==> src/rtl/key_event_decoder.sv <==
// rtl/key_event_decoder.sv - debounced key levels to press/release/long/repeat pulses
// Two independent key FSMs share one free-running millisecond prescaler.
module key_event_decoder #(
  parameter int CLK_FREQ_HZ   = 50000000,
  parameter int LONG_PRESS_MS = 1000,
  parameter int REPEAT_MS     = 200
) (
  input  logic       sysClk,
  input  logic       sysRst,
  input  logic [1:0] stableKey,
  output logic [1:0] keyHeld,
  output logic [1:0] keyPress,
  output logic [1:0] keyRelease,
  output logic [1:0] keyLong,
  output logic [1:0] keyRepeat
);

  localparam int CYC_PER_MS = CLK_FREQ_HZ / 1000;
  localparam int PW         = (CYC_PER_MS > 1) ? $clog2(CYC_PER_MS) : 1;
  localparam logic [PW-1:0] PRE_MAX  = PW'(CYC_PER_MS - 1);
  localparam logic [15:0]   LONG_LIM = 16'(LONG_PRESS_MS);
  localparam logic [15:0]   REP_LIM  = 16'(REPEAT_MS);

  typedef enum logic [1:0] {
    ST_IDLE    = 2'd0,
    ST_PRESSED = 2'd1,
    ST_LONG    = 2'd2
  } state_t;

  logic [1:0]    s1_q, s2_q, s3_q;
  logic [1:0]    rise, fall;
  logic [PW-1:0] pre_q, pre_d;
  logic          tick;

  state_t        state_q [2];
  logic [15:0]   hold_q  [2];
  logic [15:0]   rep_q   [2];
  logic [1:0]    held_q, press_q, release_q, long_q, repeat_q;

  assign rise = s2_q & ~s3_q;
  assign fall = ~s2_q & s3_q;
  assign tick = (pre_q == PRE_MAX);
  assign pre_d = tick ? '0 : pre_q + PW'(1);

  // s1/s2 resynchronise the asynchronous levels; s3 holds the previous value for edges
  always_ff @(posedge sysClk or negedge sysRst) begin
    if (!sysRst) begin
      s1_q  <= '0;
      s2_q  <= '0;
      s3_q  <= '0;
      pre_q <= '0;
    end else begin
      s1_q  <= stableKey;
      s2_q  <= s1_q;
      s3_q  <= s2_q;
      pre_q <= pre_d;
    end
  end

  always_ff @(posedge sysClk or negedge sysRst) begin
    if (!sysRst) begin
      for (int k = 0; k < 2; k++) begin
        state_q[k] <= ST_IDLE;
        hold_q[k]  <= '0;
        rep_q[k]   <= '0;
      end
      held_q    <= '0;
      press_q   <= '0;
      release_q <= '0;
      long_q    <= '0;
      repeat_q  <= '0;
    end else begin
      press_q   <= '0;
      release_q <= '0;
      long_q    <= '0;
      repeat_q  <= '0;
      for (int k = 0; k < 2; k++) begin
        case (state_q[k])
          ST_IDLE: begin
            if (rise[k]) begin
              state_q[k] <= ST_PRESSED;
              hold_q[k]  <= '0;
              press_q[k] <= 1'b1;
              held_q[k]  <= 1'b1;
            end
          end
          // fall is tested first so a release on the threshold tick suppresses keyLong
          ST_PRESSED: begin
            if (fall[k]) begin
              state_q[k]   <= ST_IDLE;
              release_q[k] <= 1'b1;
              held_q[k]    <= 1'b0;
            end else if (tick) begin
              hold_q[k] <= hold_q[k] + 16'd1;
              if (hold_q[k] + 16'd1 == LONG_LIM) begin
                state_q[k] <= ST_LONG;
                long_q[k]  <= 1'b1;
                rep_q[k]   <= '0;
              end
            end
          end
          ST_LONG: begin
            if (fall[k]) begin
              state_q[k]   <= ST_IDLE;
              release_q[k] <= 1'b1;
              held_q[k]    <= 1'b0;
            end else if (tick) begin
              if (rep_q[k] + 16'd1 == REP_LIM) begin
                repeat_q[k] <= 1'b1;
                rep_q[k]    <= '0;
              end else begin
                rep_q[k] <= rep_q[k] + 16'd1;
              end
            end
          end
          default: begin
            state_q[k] <= ST_IDLE;
            held_q[k]  <= 1'b0;
          end
        endcase
      end
    end
  end

  assign keyHeld    = held_q;
  assign keyPress   = press_q;
  assign keyRelease = release_q;
  assign keyLong    = long_q;
  assign keyRepeat  = repeat_q;

endmodule

==> config.mk <==
export PLATFORM = sky130hd
export DESIGN_NAME = key_event_decoder
export DESIGN_NICKNAME = d
export VERILOG_FILES = /design/src/rtl/key_event_decoder.sv
export SDC_FILE = /design/constraint.sdc
export NUM_CORES = 1
export LEC_CHECK = 0
export CAP_MARGIN = 15
export CORE_MARGIN = 4
export CORE_UTILIZATION = 25
export CTS_CLUSTER_DIAMETER = 150
export DETAILED_ROUTE_END_ITERATION = 8
export PLACE_DENSITY = 0.49
export SYNTH_ARGS = -nofsm -noshare
export SYNTH_HDL_FRONTEND = slang
export SYNTH_SLANG_ARGS = --single-unit
export TNS_END_PERCENT = 1
==> constraint.sdc <==
create_clock -name sysClk -period 2.9 [get_ports sysClk]
set_input_delay 0.58 -clock sysClk [delete_from_list [all_inputs] [get_ports sysClk]]
set_output_delay 0.58 -clock sysClk [all_outputs]
set_load 0.1 [all_outputs]
==> flow_summary_export.csv <==
group,metric,value,unit
status,status,"complete, no violations",
clock_network,post_cts_resized,0,
routing,wirelength,14.8,mm
clock_network,cts_max_level,3,
yosys,synth.area.top_cells,"dfrtp_1 39%, nand2_1 3.6%, nand3_1 3.2%",
sta,setup_violations,0,
yosys,synth.distinct_cells,71,
floorplan,die_h,168,um
worst_setup_path,cp.arrival,2.92,ns
sta,maxSlewViolCount,0,
clock_network,clockRootBuffer,"clkbuf_16",
worst_setup_path,criticalPathCategory,"register to register",
sta,hold_viol,0,
placed_design,hpwl,10.5,mm
yosys,synthCells,739,
clock_network,clkLatencyLatePin,0.35,ns
yosys,ys.flop_type,"dfrtp_1",
routing,dr.pass1.iters,4,
cells_and_area,drive_gt1_frac,0.128,
yosys,netlist_top_cells_count,"100 x dfrtp_1, 62 x nand2_1, 41 x nand3_1, 41 x nor2_1, 36 x o21ai_0",
yosys,synthesis.nets,756,
sta,rsz0062_at_grt,"no",
clock_network,cts_hold_buf,0,
yosys,synth_edf_count,0,
cells_and_area,fill_cells,2683,
routing,drtIter0Drc,273,
yosys,synth_top_area_frac,0.389,
yosys,yosysTopAreaCell,"dfrtp_1",
yosys,netlist_area,6430,sq um
clock_network,cts_tree,"built",
clock_network,clock_sinks,100,
sta,slew_headroom,0.578,
grt,grt_pass1_vias,5019,
floorplan,core.rowCount,58,
worst_setup_path,cp_top_family,"compound AO/OA/AOI/OAI gates",
worst_setup_path,startpoint_type,"register",
worst_setup_path,endpoint_kind,"register",
hold_path,worstHoldPathType,"primary input to asynchronous set/reset pin",
grt,track_usage,0.106,
worst_setup_path,cp_max_fo,8,
routing,ant_nets,0,
clock_network,cts_setup_buffers,0,
cells_and_area,fin_nets,763,
routing,drc,0,
floorplan,die_area,28400,sq um
cells_and_area,area_growth,13.4,%
yosys,synth.most_common_cell,"dfrtp_1",
sta,fin_tns_setup,0,ns
worst_setup_path,critPathMaxStageDelay,0.45,ns
placed_design,port_buffers,13,
pwr,max-vdd-ir-drop,0.290,mV
sta,fmaxAchievable,372,MHz
floorplan,coreArea,25300,sq um
routing,vias_per_cell,4.94,
routing,routedWlPerCell,13.7,um
yosys,ys_ff_latch,100,
grt,grt-ovfl-total,0,
floorplan,die_w,168,um
sta,whs,0.228,ns
clock_network,cts_inserted_buffers,9,
worst_setup_path,crit_chain,"ha_1 -> nand3_2 -> o32ai_1 -> a32o_1 -> nand4_2 -> nor3_1 -> a31o_2 -> mux2_2",
grt,antenna_found_initial,0,
clock_network,cts.clk_slew.worst_paths,0.08,ns
floorplan,ioPinCount,14,
grt,grt_pass1_wl,25.3,mm
placed_design,gp_congestion,0.825,
floorplan,start_util,0.255,
worst_setup_path,slowest_stage,"dfrtp_1",
cells_and_area,antenna_cells,0,
sta,finalCritPeriodShare,0.927,
placed_design,dpl_worst_slack,0.115,ns
sta,layout_setup_ws,0.213,ns
pwr,total_power,0.00353,W
yosys,async_reset_ff_frac,1.00,
grt,grt_max_degree,46,
yosys,syn_area_per_cell,8.71,sq um
worst_setup_path,path_buf_inv,0,
run,cap_violations,0,
yosys,ys_seq_area_frac,0.389,
pwr,p_leak,2.84,nW
sta,worst-slew-pin-transition,0.633,ns
worst_setup_path,worstPathRequired,3.13,ns
pwr,p_per_area,484,nW/um^2
routing,dr_total_vias,5327,
sta,min_period,2.69,ns
yosys,ys.warnings.count,0,
sta,fin_skew,0.0134,ns
clock_network,clock_path_buffers,2,
cell usage in the layout, fill, tap and decap left out, types with 23 or more instances in the layout:
cell type	synthesis	layout
dfrtp_1	100	100
nand2_1	62	62
buf_4	0	43
nor2_1	41	41
nand3_1	41	41
o21ai_0	36	36
nor3_1	31	31
nand2b_1	31	31
o21ai_1	30	30
inv_1	25	25
a21oi_1	23	23
a22o_1	23	23
flip-flops by register name (all words and copies together) (netlist names):
| register | flops |
|---|---|
| s1_q | 2 |
| keyPress | 2 |
| s2_q | 2 |
| pre_q | 16 |
| state_q | 4 |
| keyHeld | 2 |
| keyRepeat | 2 |
| hold_q | 32 |
| keyLong | 2 |
| s3_q | 2 |
| keyRelease | 2 |
| rep_q | 32 |
power by group:
part,switching [W],internal (W)
combinational,0.000551,0.000275
sequential,0.000110,0.00148
clock,0.000524,0.000596
total,0.00119,0.00235
worst paths after layout:
path	start	to	slack, ns	depth (start not counted)
max	hold_q[0]	rep_q[1]	0.21	8
max in group asynchronous	sysRst	hold_q[1]	1.99	2
min reg2reg	s1_q[0]	s2_q[0]	0.36	0
max reg2reg	hold_q[0]	rep_q[1]	0.21	8
min	sysRst	rep_q[14]	0.23	1
min in group sysClk	s1_q[0]	s2_q[0]	0.36	0
through the flow:
step | instance area (sq um) | utilization | instances
after global placement | 7030 | 0.278 | 1065
after global routing | 7300 | 0.289 | 1079
after detailed placement | 7030 | 0.278 | 1065
final | 7300 | 0.289 | 1079
after CTS | 7290 | 0.289 | 1079
after floorplan | 6430 | - | 739
metal layers:
layer | share of wire | vias to the layer above | track usage | routed length (um)
li1 | - | 2731 | - | -
met1 | 0.51 | 2554 | 0.148 | 7570
met2 | 0.46 | 36 | 0.170 | 6830
met3 | 0.021 | 6 | 0.0171 | 318
met4 | 0.0086 | 0 | 0.0321 | 127
met5 | 0 | - | 0 | 0
cell type report:
type,count,area (sq um),area share
inverters,25,93.8,0.0129
multi-input cells,563,3650,0.500
flip-flops and latches,100,2500,0.343
repair buffers,47,383,0.0525
well taps,330,413,0.0566
clock buffers,12,246,0.0338
clock inverters,2,12.5,0.00171
cells by family (layout without fill, tap and decap cells):
group | Yosys count | in the layout | share of synthesized area
compound gates | 195 | 195 | 0.215
xor+xnor | 20 | 20 | 0.0272
fa+ha+maj | 13 | 13 | 0.0253
buf+inv | 76 | 86 | 0.0472
flops | 100 | 100 | 0.389
mux | 10 | 10 | 0.0163
simple gates | 325 | 325 | 0.280
(Power assumes the default switching activity.)
